==> src/rtl/decider_param.sv <==
// rtl/decider_param.sv - parametrised keypad lock controller; optional idle timeout under DECIDER_IDLE_TIMEOUT_EN
module decider_param #(
  parameter int                    N_DIGITS    = 4,
  parameter logic [4*N_DIGITS-1:0] DEFAULT_KEY = 16'h1234,
  parameter int                    MAX_FAIL    = 3,
  parameter int                    OPEN_CYC    = 500,
  parameter int                    LOCKOUT_CYC = 1000,
  parameter int                    TIMEOUT_CYC = 2000
) (
  input  logic       clk,
  input  logic       reset_n,
  input  logic [3:0] Code_1,
  input  logic       Valid_1,
  output logic       OPEN,
  output logic       LOCK,
  output logic       SAVE_LIGHT,
  output logic       ALARM,
  output logic       ERR,
  output logic [3:0] fail_cnt,
  output logic [3:0] count_1
);

  localparam int KW      = 4 * N_DIGITS;
  localparam int MAX_AB  = (OPEN_CYC > LOCKOUT_CYC) ? OPEN_CYC : LOCKOUT_CYC;
  localparam int MAX_CYC = (MAX_AB > TIMEOUT_CYC) ? MAX_AB : TIMEOUT_CYC;
  localparam int TW      = (MAX_CYC > 1) ? $clog2(MAX_CYC) : 1;

  // Timers count down from CYC-1 so the state is held for exactly CYC cycles
  localparam logic [TW-1:0] OPEN_LD  = TW'(OPEN_CYC - 1);
  localparam logic [TW-1:0] LOCK_LD  = TW'(LOCKOUT_CYC - 1);
  localparam logic [3:0]    CNT_FULL = 4'(N_DIGITS);
  localparam logic [3:0]    CNT_OVF  = 4'(N_DIGITS + 1);
  localparam logic [3:0]    FAIL_MAX = 4'(MAX_FAIL);

  typedef enum logic [2:0] {
    S_LOCKED    = 3'd0,
    S_OPEN      = 3'd1,
    S_SAVE_NEW  = 3'd2,
    S_SAVE_CONF = 3'd3,
    S_LOCKOUT   = 3'd4
  } state_t;

  state_t          state_q, state_n;
  logic [KW-1:0]   key_q, temp_q, buf_q;
  logic [3:0]      cnt_q, fail_q;
  logic [TW-1:0]   tmr_q;
  logic            err_q;

  logic            is_digit, is_star, is_hash;
  logic            full, key_match, conf_match, tmr_zero, fail_last, idle_exp;
  logic            clr_entry, shift_digit, load_temp, commit_key;
  logic            fail_inc, fail_clr, err_n, tmr_ld;
  logic [TW-1:0]   tmr_val;

  assign is_digit   = Valid_1 && (Code_1 <= 4'd9);
  assign is_star    = Valid_1 && (Code_1 == 4'hA);
  assign is_hash    = Valid_1 && (Code_1 == 4'hB);
  assign full       = (cnt_q == CNT_FULL);
  assign key_match  = full && (buf_q == key_q);
  assign conf_match = full && (buf_q == temp_q);
  assign tmr_zero   = (tmr_q == '0);
  assign fail_last  = (fail_q >= (FAIL_MAX - 4'd1));

`ifdef DECIDER_IDLE_TIMEOUT_EN
  localparam logic [TW-1:0] IDLE_LAST = TW'(TIMEOUT_CYC - 1);
  logic [TW-1:0] idle_q;
  logic          idle_state;

  assign idle_state = (state_q == S_LOCKED) || (state_q == S_SAVE_NEW) || (state_q == S_SAVE_CONF);
  assign idle_exp   = idle_state && !Valid_1 && (idle_q == IDLE_LAST);

  // Count consecutive cycles without key activity while an entry can be in progress
  always_ff @(posedge clk or negedge reset_n) begin
    if (!reset_n)                                 idle_q <= '0;
    else if (!idle_state || Valid_1 || idle_exp)  idle_q <= '0;
    else                                          idle_q <= idle_q + TW'(1);
  end
`else
  assign idle_exp = 1'b0;
`endif

  // State register
  always_ff @(posedge clk or negedge reset_n) begin
    if (!reset_n) state_q <= S_LOCKED;
    else          state_q <= state_n;
  end

  // Next-state and datapath control; timer expiry is tested before any key
  always_comb begin
    state_n     = state_q;
    clr_entry   = 1'b0;
    shift_digit = 1'b0;
    load_temp   = 1'b0;
    commit_key  = 1'b0;
    fail_inc    = 1'b0;
    fail_clr    = 1'b0;
    err_n       = 1'b0;
    tmr_ld      = 1'b0;
    tmr_val     = '0;
    case (state_q)
      S_LOCKED: begin
        if (idle_exp) begin
          clr_entry = 1'b1;
        end else if (is_digit) begin
          shift_digit = 1'b1;
        end else if (is_hash || is_star) begin
          clr_entry = 1'b1;
          if (key_match) begin
            if (is_hash) begin
              state_n  = S_OPEN;
              fail_clr = 1'b1;
              tmr_ld   = 1'b1;
              tmr_val  = OPEN_LD;
            end else begin
              state_n = S_SAVE_NEW;
            end
          end else begin
            err_n    = 1'b1;
            fail_inc = 1'b1;
            if (fail_last) begin
              state_n = S_LOCKOUT;
              tmr_ld  = 1'b1;
              tmr_val = LOCK_LD;
            end
          end
        end
      end
      S_OPEN: begin
        if (tmr_zero) begin
          state_n   = S_LOCKED;
          clr_entry = 1'b1;
        end else if (is_hash) begin
          clr_entry = 1'b1;
          tmr_ld    = 1'b1;
          tmr_val   = OPEN_LD;
        end else if (is_star) begin
          clr_entry = 1'b1;
          state_n   = S_LOCKED;
        end
      end
      S_SAVE_NEW, S_SAVE_CONF: begin
        if (idle_exp) begin
          clr_entry = 1'b1;
          err_n     = 1'b1;
          state_n   = S_LOCKED;
        end else if (is_digit) begin
          shift_digit = 1'b1;
        end else if (is_hash) begin
          clr_entry = 1'b1;
          if (state_q == S_SAVE_NEW && full) begin
            load_temp = 1'b1;
            state_n   = S_SAVE_CONF;
          end else if (state_q == S_SAVE_CONF && conf_match) begin
            commit_key = 1'b1;
            state_n    = S_LOCKED;
          end else begin
            err_n   = 1'b1;
            state_n = S_LOCKED;
          end
        end else if (is_star) begin
          clr_entry = 1'b1;
          err_n     = 1'b1;
          state_n   = S_LOCKED;
        end
      end
      S_LOCKOUT: begin
        if (tmr_zero) begin
          state_n  = S_LOCKED;
          fail_clr = 1'b1;
        end
      end
      default: state_n = S_LOCKED;
    endcase
  end

  // Entry buffer, key storage, failure counter, timer and error pulse
  always_ff @(posedge clk or negedge reset_n) begin
    if (!reset_n) begin
      key_q  <= DEFAULT_KEY;
      temp_q <= '0;
      buf_q  <= '0;
      cnt_q  <= '0;
      fail_q <= '0;
      tmr_q  <= '0;
      err_q  <= 1'b0;
    end else begin
      if (clr_entry) begin
        buf_q <= '0;
        cnt_q <= '0;
      end else if (shift_digit) begin
        buf_q <= {buf_q[KW-5:0], Code_1};
        if (cnt_q != CNT_OVF) cnt_q <= cnt_q + 4'd1;
      end
      if (load_temp)  temp_q <= buf_q;
      if (commit_key) key_q  <= temp_q;
      if (fail_clr)                          fail_q <= '0;
      else if (fail_inc && fail_q != FAIL_MAX) fail_q <= fail_q + 4'd1;
      if (tmr_ld)         tmr_q <= tmr_val;
      else if (!tmr_zero) tmr_q <= tmr_q - TW'(1);
      err_q <= err_n;
    end
  end

  // Output decode from registered state
  always_comb begin
    OPEN       = (state_q == S_OPEN);
    LOCK       = (state_q != S_OPEN);
    SAVE_LIGHT = (state_q == S_SAVE_NEW) || (state_q == S_SAVE_CONF);
    ALARM      = (state_q == S_LOCKOUT);
    ERR        = err_q;
    fail_cnt   = fail_q;
    count_1    = cnt_q;
  end

endmodule

==> config.mk <==
export PLATFORM = sky130hd
export DESIGN_NAME = decider_param
export DESIGN_NICKNAME = d
export VERILOG_FILES = /design/src/rtl/decider_param.sv
export SDC_FILE = /design/constraint.sdc
export NUM_CORES = 1
export LEC_CHECK = 0
export ABC_CLOCK_PERIOD_IN_PS = 7100
export BUFFER_PORTS_ARGS = -buffer_cell sky130_fd_sc_hd__buf_2
export CAP_MARGIN = 20
export CORE_MARGIN = 2
export CORE_UTILIZATION = 60
export CTS_CLUSTER_SIZE = 16
export DETAILED_ROUTE_END_ITERATION = 10
export PLACE_DENSITY = 0.9
export SLEW_MARGIN = 25
export SYNTH_ARGS = -nofsm -noshare
export SYNTH_HDL_FRONTEND = slang
export SYNTH_SLANG_ARGS = --single-unit
==> constraint.sdc <==
create_clock -name clk -period 7.1 [get_ports clk]
set_input_delay 1.42 -clock clk [delete_from_list [all_inputs] [get_ports clk]]
set_output_delay 1.42 -clock clk [all_outputs]
set_load 0.01 [all_outputs]
---- After elaboration in Yosys (flattened, before gate mapping) ----
Cells that the tools add are included.
word-level totals
  input bits .............................. 7
  register bits ........................... 71
cells by class
  equal/unequal tests ..................... 19
  reduce and logical (&&, ||, !) cells .... 19
  add/sub/neg operators ................... 3
  magnitude comparators ................... 2
  multiplexer cells ....................... 68
operators by type and width
  cell                     count
  $mux W11                 6
  $mux W1                  35
  $eq A16 B16 Y1           2
  $mux W16                 2
  $mux W3                  10
  $pmux W11 S2             1
  $mux W4                  5
  $pmux W3 S4              1
  $logic_not A11 Y1        1
  $sub A11 B1 Y11 const B  1
  $mux W10                 1
  $mux W9                  1
  $add A4 B1 Y4 const B    2
  $eq A4 B4 Y1 const B     2
  $logic_and A1 B1 Y1      8
  $eq A3 B2 Y1 const B     2
  $ne A2 B2 Y1 const B     3
  $pmux W1 S2              3
  $reduce_and A6 Y1        1
  $reduce_bool A2 Y1       3
  $eq A4 B3 Y1 const B     1
  $ge A4 B2 Y1 const B     1
  $le A4 B4 Y1 const B     1
  $mux W2                  2
  other kinds (14)         16

---- Depth between registers and ports, before layout ----
Gate-level depths: netlist (run 1).
  word-level depth ........................ 9
  depth in mapped cells ................... 8
  depth with buffers taken out ............ 8

---- Least setup slack after synthesis (run 1) ----
No wires, ideal clock.
  path type ............................... input to register
  start ................................... input port Code_1[2]
  end ..................................... register key_q[10]
  stages .................................. 7
  buffers on the path ..................... 2
  library setup time ...................... 0.125 ns
  slack ................................... 4.210 ns
  arrival time ............................ 2.766 ns
  data required time ...................... 6.975 ns
  cells stage by stage .................... and4b_1 clkbuf_1 nand2_1 nor2_1 nand3_1 buf_2 mux2_2
on the way
  longest elaborated chain between the ends .. 5
  elaborated cells on any way between the ends .. 7
RTL lines
  element                                                               RTL line  text
  from (decl)                                                           12        input logic [3:0] Code_1,
  parallel branches: the longest is 3 deep, another holds $le A4 B4 Y1  --
  $mux W1 (*)                                                           146       end else if (is_digit) begin
  $mux W1 (*)                                                           100       case (state_q)
  to (signal assigned)                                                  195       if (commit_key) key_q <= temp_q;
  to (decl)                                                             44        logic [KW-1:0] key_q, temp_q, buf_q;
Mark *: on every way between the ends.
A chain may end at the register's enable or synchronous reset.

---- Final worst setup path (run 1) ----
  start ................................... input port Code_1[2]
  end ..................................... register key_q[11]
The elaborated chain is that of the path after synthesis.

==> results of run 1 <==
[how the worst max path moves through the flow]
| stage | from | end | slack, ns | depth (start not counted) |
|---|---|---|---|---|
| finish | Code_1[2] | key_q[11]$_DFFE_PN0P_ | 3.96 | 6 |
| global route | Code_1[2] | key_q[11]$_DFFE_PN0P_ | 3.86 | 6 |
| global placement | Code_1[2] | key_q[15]$_DFFE_PN0P_ | 3.73 | 6 |
| CTS | Code_1[2] | key_q[11]$_DFFE_PN0P_ | 3.99 | 6 |
| floorplan | Code_1[2] | key_q[10]$_DFFE_PN0P_ | 4.21 | 7 |
| detailed placement | Code_1[2] | key_q[11]$_DFFE_PN0P_ | 3.62 | 6 |
[cell families (layout without fill, tap and decap cells)]
logic type | count (synthesis) | after routing | synth area share, %
AOI/OAI and AO/OA | 41 | 41 | 7.20
DFF | 71 | 71 | 48.6
adders and majority gates | 6 | 6 | 2.05
buffers and inverters | 21 | 49 | 2.63
xor gates and xnor gates | 41 | 41 | 9.79
and+or+nand+nor | 104 | 104 | 15.0
muxes | 50 | 50 | 14.7
[final cells by class]
| type | instances | area [um^2] | share of cell area (%) |
|---|---|---|---|
| clock inverters | 5 | 81.3 | 2.01 |
| repair buffers | 22 | 118 | 2.91 |
| flip-flops and latches | 71 | 1780 | 44.1 |
| well taps | 75 | 93.8 | 2.32 |
| multi-input cells | 242 | 1790 | 44.2 |
| inverters | 11 | 41.3 | 1.02 |
| clock buffers | 11 | 141 | 3.49 |
[worst reg2reg max path, delay by kind of cell, from the launching register on]
| family | cells | cell delay (ns) |
|---|---|---|
| AND/OR/NAND/NOR | 4 | 1.38 |
| multiplexers | 1 | 0.54 |
| flip-flops | 1 | 0.44 |
| XOR/XNOR | 1 | 0.19 |
[sequential cells by signal (all words and copies together) (netlist names)]
name and cells:
ERR 1, buf_q 16, count_1 4, fail_cnt 4
key_q 16, state_q 3, temp_q 16, tmr_q 11
[per-layer routing]
layer	part of all wire, %	vias to the layer above	GRT usage, %
met5	0	-	0
met4	2.0	0	9.50
met3	4.7	22	7.39
met2	51	79	43.5
met1	42	1291	29.5
li1	-	1216	-
[power breakdown]
group / switching [mW] / internal, mW
logic: 0.251 / 0.203
clock network: 0.153 / 0.207
registers: 0.129 / 0.496
total: 0.534 / 0.906
[per-stage QoR]
step	worst slack, ns	total power, mW	util (%)	area, um^2
2_1_floorplan	4.21	0.939	-	3670
3_3_place_gp	3.73	1.04	64.6	3820
3_5_place_dp	3.62	1.08	64.6	3820
4_1_cts	3.99	1.44	68.3	4050
5_1_grt	3.86	1.53	68.3	4050
6_report	3.96	1.44	68.3	4050
[cell usage in the layout (no fill, tap or decap), types with 2 or more instances in the layout]
master and instances:
nand4_1 7, a31oi_1 3, mux2_2 32, inv_1 11, and2_1 2, ha_1 6
nand2b_1 4, nor4_1 5, a21o_1 2, a31o_2 2, a21oi_1 14, and4b_1 2
bufinv_16 2, mux2i_1 18, clkbuf_8 10, nand2_1 18, o21ai_0 9, nand4b_1 2
a211oi_1 3, o22a_1 2, nand3_1 6, xnor2_1 19, dfrtp_1 66, buf_4 3
buf_2 19, or3_1 5, xor2_1 22, nor2_1 34, nor3_1 9, dfstp_2 5
==> reports/summary.txt, run 1 <==
Outcome = finished, final reports clean
TritonCTS buffer count = 9
MaxCap Viol Count = 0
Routed WL = 7.65 mm
CP max stage delay = 0.60 ns
Die width = 82.2 um
Number of fill cells in the layout = 404
Post-CTS setup buffer count = 0
Crit-path slowest cell = nand3_1
Max VDD drop = 0.311 mV
Top-Level Pins = 20
Final slew viol count = 0
Hold WC Path Type = flip-flop to flip-flop
Post-DR vias/cell = 5.97
Root Driver = clkbuf_8
Async SR Flop Fraction = 100%
Min Tclk post-route = 3.14 ns
Initial core utilization = 61.9%
IO Port Bufs = 19
Crit path max-delay family = simple AND/OR/NAND/NOR gates
Vias = 2608
Core ar. = 0.00592 mm^2
DP HPWL = 5.16 mm
Slew Limit Headroom = 40.2%
First-pass GRT wire length = 12.5 mm
Register area share after synthesis = 48.6%
Top cells by count, synth = dfrtp_1 (66), nor2_1 (34), mux2_2 (32)
R2R Path Start = buf_q[10]$_DFFE_PN0P_
Mapped Avg Cell Area = 11.0 um^2
Die area = 0.00675 mm^2
Non-Filler Instances = 437
R2R Setup Slk = 4.44 ns
Diodes inserted = 0
Data required, critical path = 7.34 ns
CP max FO = 16
Hold_sp = tmr_q[6]$_DFFE_PN0P_
CTS tree = built
Synthesis-to-layout area growth = 10.3%
Flops & latches, synth = 71
Post-Syn Area = 0.00367 mm^2
DRC violation count after routing = 0
Largest net degree at the start of global routing = 72
Yosys cell types = 45
Post_cts resized = 0
Worst Clk Skew = 0.00935 ns
RSZ-0062 raised after global routing = no
Hold Path End = tmr_q[6]$_DFFE_PN0P_
Peak Freq = 319 MHz
Initial antenna violation count = 0
Hold_ws = 0.524 ns
FP Rows = 28
Synth Instances = 334
Most frequent cell after synthesis = dfrtp_1
Avg WL per Cell = 17.5 um
Tcrit/Tclk final = 44.2%
TritonRoute pass-1 iters = 5
Post-route ant nets = 0
Reg2reg end = key_q[11]$_DFFE_PN0P_
Number of global-route vias before repair = 2664
Cells along the critical path = buf_2, and4b_1, nand2_1, nor2_1, nand3_1, mux2_2
GP Congestion = 0.852
Worst Path Buf+Inv = 1
Prevailing post-synth register cell = dfrtp_1
# H-tree levels = 3
1st-iter DRT viols = 211
Worst Setup Path Type = input pin to flip-flop
Setup crit end kind = flip-flop
Worst skew pair latency = 0.35 ns
Clock Sinks = 71
# hold bufs at CTS = 0
Worst EP arrival = 3.37 ns
Die H = 82.2 um
Worst Tran Pin Value = 0.896 ns
GRT Total Usage = 25.1%
Worst-path clk slew = 0.07 ns
Area contributors post-synth = dfrtp_1 (45%), mux2_2 (9.8%), xor2_1 (5.3%)
Syn Nets = 347
Share of the synthesized area in the top cell type = 45.0%
Depth of the most critical reg-to-reg path = 6
Lkg Pwr = 2.04 nW
PwrDens = 356 mW/mm^2
Synth warn = 0
Total global routing overflow = 0
EDFF count, synth = 0
Max clock buf depth = 2
Nature of the critical path startpoint = input pin
Setup-failing EPs final = 0
Fin nets = 370
Layout cells sized above 1 = 22.9%
Final hold viol count = 0
Hold Path Stages = 2
Fin Setup TNS = 0 ns
Area leader, netlist = dfrtp_1
Placed Cells incl. Taps = 421
No activity file was read; power rests on OpenSTA's default activity.
==> run 2, diff against run 1 <==
- ABC_CLOCK_PERIOD_IN_PS: 7100 -> 2650
- CORE_UTILIZATION: 60 -> 55
- PLACE_DENSITY: 0.9 -> 0.87
- clock period: 7.1 -> 2.65 ns (I/O delays scaled with it)
==> run 2 against run 1 <==
Effect of this change: final cell count increased by 1.8%; clock power grew 130%; critical path depth did not move; sequential share of layout area decreased by 0.28 points; utilization is 4.6 points lower; largest power group unchanged; highest routed layer unchanged.
==> reports/summary.txt, run 2 (synthesis gave the netlist of run 1 again) <==
Outcome = finished, final reports clean
Commonest non-fill, non-tap cell in the layout = dfrtp_1
Post-DP Area = 0.00388 mm^2 (+1.6%)
Cell area after layout = 0.00407 mm^2 (+0.65%)
Worst Tran Pin Value = 0.485 ns (-0.412 ns)
Worst-path clk slew = 0.09 ns (+0.02 ns)
Initial antenna violation count = 0 (unchanged)
Data required, critical path = 2.90 ns (-4.44 ns)
RSZ-0062 raised after global routing = no
Cells along the critical path = or4_1, or3_4, o21ai_4, nor2_1, or3_1, o22a_1
PwrDens = 910 mW/mm^2 (+160%)
Crit-path slowest cell = or4_1
Grt met3 use = 6.74% (-0.65 points)
Total global routing overflow = 0 (unchanged)
FP Rows = 29 (+3.6%)
Setup-failing EPs final = 0 (unchanged)
Worst Setup Path Type = flip-flop to flip-flop
Vias = 2568 (-1.5%)
TritonRoute pass-1 iters = 4 (-1)
Die area = 0.00734 mm^2 (+8.6%)
Fin nets = 376 (+1.6%)
Number of global-route vias before repair = 2612 (-2.0%)
Peak Freq = 425 MHz
Fin Setup TNS = 0 ns (unchanged)
CP max FO = 5 (-11)
Layout cells sized above 1 = 24.5% (+1.5 points)
Switching pwr = 1.46 mW (+170%)
Largest net degree at the start of global routing = 72 (unchanged)
Grt peak-use layer = met2
Worst Clk Skew = 0.00755 ns (-0.00180 ns)
Die H = 85.7 um (+4.2%)
Number of fill cells in the layout = 486 (+20%)
Post-route ant nets = 0 (unchanged)
Max VDD drop = 0.627 mV (+100%)
# H-tree levels = 3 (unchanged)
GP Congestion = 0.889 (+4.4%)
Int Pwr = 2.25 mW (+150%)
DRC violation count after routing = 0 (unchanged)
Gate power share = 32.8% (+1.3 points)
Clock Sinks = 71 (unchanged)
Root Driver = clkbuf_8
Hold_ws = 0.166 ns (-0.359 ns)
Power share of the clock group = 22.3% (-2.7 points)
First-pass GRT wire length = 12.3 mm (-1.1%)
Max clock buf depth = 2 (unchanged)
DP HPWL = 5.03 mm (-2.5%)
Synthesis-to-layout area growth = 11.1%
Sw frac = 39.3% (+2.3 points)
GRT Total Usage = 21.6% (-3.5 points)
Lkg Pwr = 2.06 nW (+0.83%)
Core ar. = 0.00639 mm^2 (+7.9%)
M2 GR Usage = 35.6% (-7.9 points)
IO Port Bufs = 19 (unchanged)
Biggest regs = buf_q x16, key_q x16, temp_q x16
CTS tree = built
Met1 global-route usage = 27.8% (-1.6 points)
CP max stage delay = 0.66 ns (+0.06 ns)
Routed WL = 7.29 mm (-4.7%)
Setup crit end kind = flip-flop
# hold bufs at CTS = 0 (unchanged)
Final slew viol count = 0 (unchanged)
MaxCap Viol Count = 0 (unchanged)
Hold WC Path Type = input pin to asynchronous set/reset pin
Post-CTS setup buffer count = 0 (unchanged)
Flop pwr share = 44.8% (+1.4 points)
Post_cts resized = 0 (unchanged)
Min Tclk post-route = 2.36 ns
Slew Limit Headroom = 67.4% (+27 points)
Worst EP arrival = 2.60 ns (-0.77 ns)
Final hold viol count = 0 (unchanged)
Tcrit/Tclk final = 88.9%
Worst skew pair latency = 0.36 ns (about the same)
TritonCTS buffer count = 9 (unchanged)
Avg WL per Cell = 16.4 um (-6.4%)
Die width = 85.7 um (+4.2%)
Diodes inserted = 0 (unchanged)
Commonest cells after routing, fill and taps aside = dfrtp_1 (66), nor2_1 (34), mux2_2 (32)
Post-DR vias/cell = 5.77 (-3.3%)
Initial core utilization = 57.4% (-4.5 points)
Nature of the critical path startpoint = flip-flop
Top-Level Pins = 20 (unchanged)
1st-iter DRT viols = 156 (-26%)
## run 2: cell types whose count changed in the layout (fill, tap and decap cells not counted), moves of 2 or more
cell and delta:
bufinv_16 -2, inv_8 +2, inv_6 +2, buf_4 +5
## run 2: path summary, 6_finish.rpt
check,start,end,slack (ns),cells past startpoint
min,reset_n,fail_cnt[1]$_DFFE_PN0P_,0.17,2
min reg2reg,key_q[8]$_DFFE_PN0P_,key_q[8]$_DFFE_PN0P_,0.53,1
max reg2reg,tmr_q[3]$_DFFE_PN0P_,state_q[0]$_DFFE_PN0P_,0.29,6
max in group asynchronous,reset_n,key_q[12]$_DFFE_PN1P_,2.11,2
max,tmr_q[3]$_DFFE_PN0P_,state_q[0]$_DFFE_PN0P_,0.29,6
min in group clk,Code_1[3],buf_q[3]$_DFFE_PN0P_,0.48,3
## run 2: power groups by stage
stage	Sequential, mW	Clock, mW	Combinational, mW
after floorplan	1.62	0	0.891
after global placement	1.66	0	1.17
after detailed placement	1.68	0	1.21
after CTS	1.66	0.843	1.23
after global routing	1.71	0.899	1.37
final	1.66	0.827	1.22
## run 2: cell type report
cell class	count	area [um^2]	share of cell area (%)
tap	77	96.3	2.37
timing repair buffer	28	175	4.30
clock buffer	9	124	3.04
sequential	71	1780	43.8
multi-input combinational	242	1790	43.9
clock inverter	7	65.1	1.60
inverter	11	41.3	1.01
## run 2: stage by stage
step           cells  power (mW)  setup slack, ns  utilization, %
4_1_cts          445        3.73            0.297            63.8
5_1_grt          445        3.98            0.195            63.8
3_3_place_gp     429        2.82            0.371            60.8
6_report         445        3.71            0.295            63.8
2_1_floorplan    334        2.51            0.419               -
3_5_place_dp     429        2.89            0.322            60.8
## run 2: routing by layer
| layer | up-vias | part of all wire [%] | wire [um] |
|---|---|---|---|
| met5 | - | 0 | 0 |
| met1 | 1273 | 45 | 3260 |
| met4 | 0 | 1.2 | 86 |
| li1 | 1227 | - | - |
| met3 | 8 | 4.2 | 306 |
| met2 | 60 | 50 | 3640 |
## run 2: worst max-delay path: cells and delay by family, from the launching register on
kind,cells,cell delay (ns)
AND/OR/NAND/NOR,4,1.48
flip-flops,1,0.42
AO/OA/AOI/OAI,2,0.36
